==> src/rtl/simple_fifo_if.sv <==
// Producer/consumer handshake bundle for simple_fifo: push side, pop side and status flags.
interface simple_fifo_if #(
  parameter int width   = 8,
  parameter int widthad = 4
);
  logic               wrreq;
  logic [width-1:0]   data;
  logic               full;
  logic               rdreq;
  logic [width-1:0]   q;
  logic               empty;
  logic [widthad:0]   usedw;
  logic               overflow;
  logic               underflow;

  modport master (
    output wrreq, data, rdreq,
    input  full, q, empty, usedw, overflow, underflow
  );

  modport slave (
    input  wrreq, data, rdreq,
    output full, q, empty, usedw, overflow, underflow
  );
endinterface

==> src/rtl/simple_fifo.sv <==
// Show-ahead synchronous FIFO built around a dual-port array with a registered read
// address; the next head is fetched in the same edge that pops the current one.
module simple_fifo #(
  parameter int width   = 8,
  parameter int widthad = 4
) (
  input  logic         clk,
  input  logic         rst,
  simple_fifo_if.slave bus
);
  localparam int depth = 2 ** widthad;

  logic [width-1:0]   mem [depth];
  logic [widthad-1:0] wr_ptr, rd_ptr;
  logic [widthad-1:0] wraddress, rdaddress, rd_addr_q;
  logic               wren;
  logic [widthad:0]   usedw_r, usedw_next;
  logic               head_valid;
  logic               overflow_r, underflow_r;
  logic               full, push, pop, collide;

  assign full = (usedw_r == (widthad + 1)'(depth));
  assign push = bus.wrreq && !full;
  assign pop  = bus.rdreq && head_valid;

  assign wraddress = wr_ptr;
  assign wren      = push;
  assign rdaddress = rd_ptr + widthad'(pop);

  // The array has no write-through, so a word written to the address being fetched
  // only becomes readable one edge later; head_valid waits for it.
  assign collide = push && (wraddress == rdaddress);

  // NOTE: every variable in a combinational block gets a default first; otherwise a
  // missing branch infers a latch.
  always_comb begin
    usedw_next = usedw_r;
    if (push && !pop)      usedw_next = usedw_r + 1'b1;
    else if (pop && !push) usedw_next = usedw_r - 1'b1;
  end

  // NOTE: storage is deliberately not reset; only the pointers and flags are, and
  // q is never trusted while empty is high.
  always_ff @(posedge clk) begin
    if (wren) mem[wraddress] <= bus.data;
  end

  // NOTE: state uses non-blocking assignments so every register samples pre-edge values.
  always_ff @(posedge clk) begin
    if (rst) begin
      wr_ptr      <= '0;
      rd_ptr      <= '0;
      rd_addr_q   <= '0;
      usedw_r     <= '0;
      head_valid  <= 1'b0;
      overflow_r  <= 1'b0;
      underflow_r <= 1'b0;
    end else begin
      if (push) wr_ptr <= wr_ptr + 1'b1;
      rd_ptr      <= rdaddress;
      rd_addr_q   <= rdaddress;
      usedw_r     <= usedw_next;
      head_valid  <= (usedw_next != '0) && !collide;
      overflow_r  <= bus.wrreq && full;
      underflow_r <= bus.rdreq && !head_valid;
    end
  end

  assign bus.q         = mem[rd_addr_q];
  assign bus.empty     = !head_valid;
  assign bus.full      = full;
  assign bus.usedw     = usedw_r;
  assign bus.overflow  = overflow_r;
  assign bus.underflow = underflow_r;
endmodule

==> src/flat_wrapper.sv <==
// flat-port wrapper written by rule: the top's interface ports become plain ports
module simple_fifo_flat 
#(
  parameter int width   = 8,
  parameter int widthad = 4
)
  (clk, rst, bus_wrreq, bus_data, bus_rdreq, bus_full, bus_q, bus_empty, bus_usedw, bus_overflow, bus_underflow);
  simple_fifo_if #(.width(width), .widthad(widthad)) bus_i ();
  input  logic clk;
  input  logic rst;
  input wire logic [$bits(bus_i.wrreq)-1:0] bus_wrreq;
  input wire logic [$bits(bus_i.data)-1:0] bus_data;
  input wire logic [$bits(bus_i.rdreq)-1:0] bus_rdreq;
  output wire logic [$bits(bus_i.full)-1:0] bus_full;
  output wire logic [$bits(bus_i.q)-1:0] bus_q;
  output wire logic [$bits(bus_i.empty)-1:0] bus_empty;
  output wire logic [$bits(bus_i.usedw)-1:0] bus_usedw;
  output wire logic [$bits(bus_i.overflow)-1:0] bus_overflow;
  output wire logic [$bits(bus_i.underflow)-1:0] bus_underflow;
  assign bus_i.wrreq = bus_wrreq;
  assign bus_i.data = bus_data;
  assign bus_i.rdreq = bus_rdreq;
  assign bus_full = bus_i.full;
  assign bus_q = bus_i.q;
  assign bus_empty = bus_i.empty;
  assign bus_usedw = bus_i.usedw;
  assign bus_overflow = bus_i.overflow;
  assign bus_underflow = bus_i.underflow;
  simple_fifo #(.width(width), .widthad(widthad)) u_core (.clk(clk), .rst(rst), .bus(bus_i));
endmodule
==> config.mk <==
export PLATFORM = sky130hd
export DESIGN_NAME = simple_fifo_flat
export DESIGN_NICKNAME = d
export VERILOG_FILES = /design/src/rtl/simple_fifo_if.sv /design/src/rtl/simple_fifo.sv /design/src/flat_wrapper.sv
export SDC_FILE = /design/constraint.sdc
export NUM_CORES = 1
export LEC_CHECK = 0
export ABC_AREA = 1
export CORE_ASPECT_RATIO = 1.2
export CORE_MARGIN = 1
export CORE_UTILIZATION = 55
export CTS_BUF_LIST = sky130_fd_sc_hd__clkbuf_16
export DETAILED_ROUTE_END_ITERATION = 16
export DONT_BUFFER_PORTS = 1
export GPL_TIMING_DRIVEN = 0
export HOLD_SLACK_MARGIN = 0.03
export PLACE_DENSITY = 0.76
export RECOVER_POWER = 25
export SLEW_MARGIN = 15
export SYNTH_ARGS = -nofsm -noshare
export SYNTH_HDL_FRONTEND = slang
export SYNTH_SLANG_ARGS = --single-unit
==> constraint.sdc <==
create_clock -name clk -period 1.7 [get_ports clk]
set_input_delay 0.255 -clock clk [delete_from_list [all_inputs] [get_ports clk]]
set_output_delay 0.255 -clock clk [all_outputs]
set_load 0.05 [all_outputs]
Word-level counts from Yosys, hierarchy flattened --
Memory sizes are Yosys's and may differ from the RTL's. A register that Yosys moved wholly into a read port is not among the register bits. Cells that the tools add are included.
Storage, ports and cells: logic and storage cells 32, memories 1, flip-flop bits (word level) 16, RAM bits 128, output and inout bits 17
Memories:
- u_core.mem | depth 16, bits a word 8, rd ports 1, clocked after Yosys merged registers in 1, write ports 1, RTL line simple_fifo.sv:13 | logic [width-1:0] mem [depth];
Operators by class: reduce and logical (&&, ||, !) cells 14, eq/ne operators 2, add/subtract/negate cells 4, muxes and demuxes 5
Operators by type and width (number):
- 2-to-1 mux 5 bit | 2
- logical AND 1 bit | 8
- adder 5 x 1 -> 5 bit, second input constant | 1
- equality test 5 bit, second input constant | 1
- zero test 1 bit | 5
- nonzero test 5 bit | 1
- subtractor 5 x 1 -> 5 bit, second input constant | 1
- adder 4 x 1 -> 4 bit | 1
- adder 4 x 1 -> 4 bit, second input constant | 1
- equality test 4 bit | 1
- 2-to-1 mux 4 bit | 1
- 2-to-1 mux 1 bit | 2

Longest topological paths before layout --
depth in word-level cells 9, gate-level depth with buffers 12, depth with buffers taken out 12

Worst setup path after synthesis --
No wires, ideal clock.
path type flip-flop to flip-flop, start point register u_core.usedw_r[0], in the netlist u_core.bus.usedw[0], end point memory u_core.mem[4][0], enable pin, setup time 370 ps, data required time 1330 ps, arrival time 1897 ps, stages on the path, launching flop included 8, setup slack -567 ps, path through dfxtp_1 -> inv_1 -> ha_1 -> nand3_4 -> nand2_4 -> inv_2 -> nand2_1 -> nor2_1
Between the ends: word-level cells in the longest chain between the ends 5
RTL lines:
- from (decl) | RTL line simple_fifo.sv:17 | logic [widthad:0] usedw_r, usedw_next;
- from (signal assigned) | RTL line simple_fifo.sv:62 | usedw_r <= usedw_next;
- equality test 5 bit | RTL line simple_fifo.sv:22 | assign full = (usedw_r == (widthad + 1)'(depth));
- zero test 1 bit | RTL line simple_fifo.sv:23 | assign push = bus.wrreq && !full;
- logical AND 1 bit | RTL line simple_fifo.sv:23
- 2-to-1 mux 1 bit | RTL line simple_fifo.sv:45 | if (wren) mem[wraddress] <= bus.data;
- 2-to-1 mux 1 bit (implied by the code) | RTL line simple_fifo.sv:45
- to (decl) | RTL line simple_fifo.sv:13
Every way passes these cells.

==> impl_results.md <==
* CP endpoint kind: output pin
* CTS max path bufs at 2
* Diodes inserted at 0
* Int Power at 7.49 mW
* DR WL/cell at 24.0 um
* Hold worst-path end: u_core.bus.overflow
* Top-count cell post-synth: edfxtp_1
* Via count at 4,245
* Post-synth top flop: edfxtp_1
* CP max stage delay at 0.33 ns
* Worst hold start: rst
* Max-cap viol count at 0
* Yosys warning total at 0
* CP Data Required Time at 1.44 ns
* Reg-to-Reg Start: u_core.bus.usedw[0]
* Setup TNS Final at -7.05 ns
* Fin util at 0.739
* R2R setup slack at -0.04 ns
* Setup violations, final at 111
* Detail Placement HPWL at 9270 um
* I/O Pins at 29
* Kind of critical path: register to output pin
* Post-DP Area at 0.00647 mm^2
* Synth unique cells at 28
* Root buf cell: clkbuf_16
* Post-synth EDFFs at 128
* FF-to-FF End: u_core.mem[7][1]
* Max Slew Vio Count at 0
* Antenna-violating nets left at 0
* Htree depth at 4
* Tcrit/Tclk final at 1.35
* Worst-Skew Late Latency at 0.42 ns
* Hold Crit Class: input port to register
* Final Wtd Congestion at 0.895
* Design Area, Final at 0.00788 mm^2
* RSZ-0062 raised after global routing: true
* Worst Reg-to-Reg Cells at 7
* Mean area per synthesized cell at 12.5 um^2
* Core outline area at 0.0107 mm^2
* Critical Path Start Type: register
* Final wirelength at 16,400 um
* IR drop worst, VDD at 0.963 mV
* FMAX at 0.436 GHz
* Area contributors post-synth: edfxtp_1 63%, dfxtp_1 5.2%, mux2i_1 5.2%
* Combinational share of power at 0.255
* Antenna violations before repair at 0
* Leakage at 2.75 nW
* Starting Density at 0.574
* DR iter-0 viols at 460
* Die H at 118 um
* DRC at 1
* Net switching power at 3.33 mW
* Failing checks: design-rule violations, negative setup slack
* Die width at 98.3 um
* Die ar. at 0.0116 mm^2
* Seq/Total Area, Yosys at 0.680
* Worst-path cell chain: buf_8 -> buf_12 -> buf_8 -> a21oi_4 -> o21ai_1 -> o211ai_1 -> o211ai_1 -> nand2_2
* Post-Place Cells at 618
* Min Tclk post-route at 2.29 ns
* Non-filler instance count after layout at 683
* Yosys top cell area share at 0.628
* Worst Tran Pin Value at 0.749 ns
* Layout fillers at 621
* Row cnt at 41
* Fin nets at 562
* Reg clk slew, reported paths at 0.06 ns
* CTS Buf Count at 17
* #FFs+latches synth at 144
* Post-synth top area cell: edfxtp_1
* TritonCTS clock tree: done
* Synth top cells by count: 128 x edfxtp_1, 51 x inv_1, 43 x nand2_1, 40 x o21ai_0, 37 x a21oi_1
* Slew HR at 0.499
* Worst-path cell with the longest stage delay: dfxtp_2
* Largest net degree at the start of global routing at 17
* Run status: finished with violations
* Vias per cell at 6.22
* Worst Slack Setup Final at -0.594 ns
* Total GRT Usage at 0.290
* Final Hold Fails at 0
* Asr flop ratio synth at 0
* Switching Fraction at 0.307
* Hold path cells at 3
* Layout area overhead at 28.8%
* Post-synthesis cell area at 0.00612 mm^2
* Synth Instances at 489
* Power per cell area at 1370 mW/mm^2
* Crit path max fanout at 10
* Grt total ovfl at 0
* 1st-pass router iterations at 11
* Clock Skew at 0.00488 ns
* Critical path data arrival time at 2.04 ns
* CTS Sinks at 144
* Global-route wire length before repair at 24,300 um
* Total power at 10.8 mW
* Sequential power share at 0.395
* Layout cell share with drive strength beyond 1 at 0.278
* Syn_nets at 509
* Port Buf Inserts at 0
* Clock power share at 0.350
* Number of global-route vias before repair at 4,399
state kept, by name, indices dropped and copies added (netlist names):
register / flops
u_core.mem: 128
u_core.bus.usedw: 5
u_core.rd_ptr: 4
u_core.wr_ptr: 4
u_core.bus.overflow: 1
u_core.bus.underflow: 1
u_core.head_valid: 1
through the flow:
stage | setup slack [ns] | hold slack (ns)
floorplan | 0.00196 | 0.354
global placement | -0.432 | 0.355
detailed placement | -0.462 | 0.355
CTS | -0.540 | 0.0779
global route | -0.660 | 0.111
finish | -0.594 | 0.0872
what timing repair did:
item,4_1_cts,5_1_grt
buffers inserted,15,7
gates cloned,2,1
pin swaps,33,37
gates resized for setup,80,51
hold endpoints to repair,130,0
endpoints found under the setup margin,142,139
hold buffers,10,0
worst max path at each step:
stage	startpoint	end	cells past startpoint
2_1_floorplan	u_core.bus.usedw[0]	u_core.mem[7][0]	7
3_3_place_gp	u_core.rd_ptr[2]	bus_q[5]	6
3_5_place_dp	u_core.rd_ptr[2]	bus_q[5]	6
6_report	u_core.rd_ptr[0]	bus_q[4]	8
5_1_grt	u_core.rd_ptr[0]	bus_q[4]	8
4_1_cts	u_core.rd_ptr[0]	bus_q[5]	8
critical path: cells and delay by family (launching register included):
kind	cells	cell delay [ns]
flip-flops	1	0.33
AND/OR/NAND/NOR	1	0.27
buffers and inverters	3	0.45
AO/OA/AOI/OAI	4	0.57
final cells by class:
| type | instances | area [um^2] | share of cell area |
|---|---|---|---|
| Buffer | 23 | 231 | 0.0294 |
| Clock buffer | 17 | 425 | 0.0540 |
| Clock inverter | 14 | 174 | 0.0221 |
| Inverter | 53 | 234 | 0.0297 |
| Multi-Input combinational cell | 269 | 2050 | 0.260 |
| Sequential cell | 144 | 4180 | 0.530 |
| Tap cell | 129 | 161 | 0.0205 |
| Timing Repair Buffer | 34 | 429 | 0.0544 |
power by group through the flow:
stage / combinational [mW] / clock [mW] / sequential [mW]
after floorplan: 1.57 / 0 / 4.29
after global placement: 1.89 / 0 / 4.31
after detailed placement: 1.95 / 0 / 4.32
after CTS: 2.52 / 3.78 / 4.26
after global routing: 2.93 / 3.95 / 4.29
final: 2.76 / 3.78 / 4.27
logic make-up after synthesis:
family,after synthesis,share of synthesized area
DFF,144,0.680
xor gates and xnor gates,5,0.00715
adders and majority gates,8,0.0164
buffers and inverters,76,0.0536
AOI/OAI and AO/OA,109,0.102
and+or+nand+nor,115,0.0881
muxes,32,0.0523
cell usage in the layout (no fill, tap or decap), types with 6 or more instances in the layout:
master and instances:
edfxtp_1 128, inv_1 48, o211ai_1 32, mux2i_1 29, nand2_1 29, a21oi_1 27, o21ai_1 20, o21ai_0 18
nand3_1 18, clkbuf_16 18, nor2_4 17, buf_4 14, nor2_1 13, buf_12 11, dlygate4sd3_1 10, nand2_4 8
dfxtp_1 8, buf_6 7, a21oi_2 7, nand3_2 7, nand2_2 6
layer usage:
metal	vias to the layer above	global-route usage	wire (um)
met5	-	0	0
met4	0	0.132	546
met3	47	0.0742	1300
met2	235	0.502	8880
met1	2093	0.335	5690
li1	1870	-	-
No activity file was read; power rests on OpenSTA's default activity.
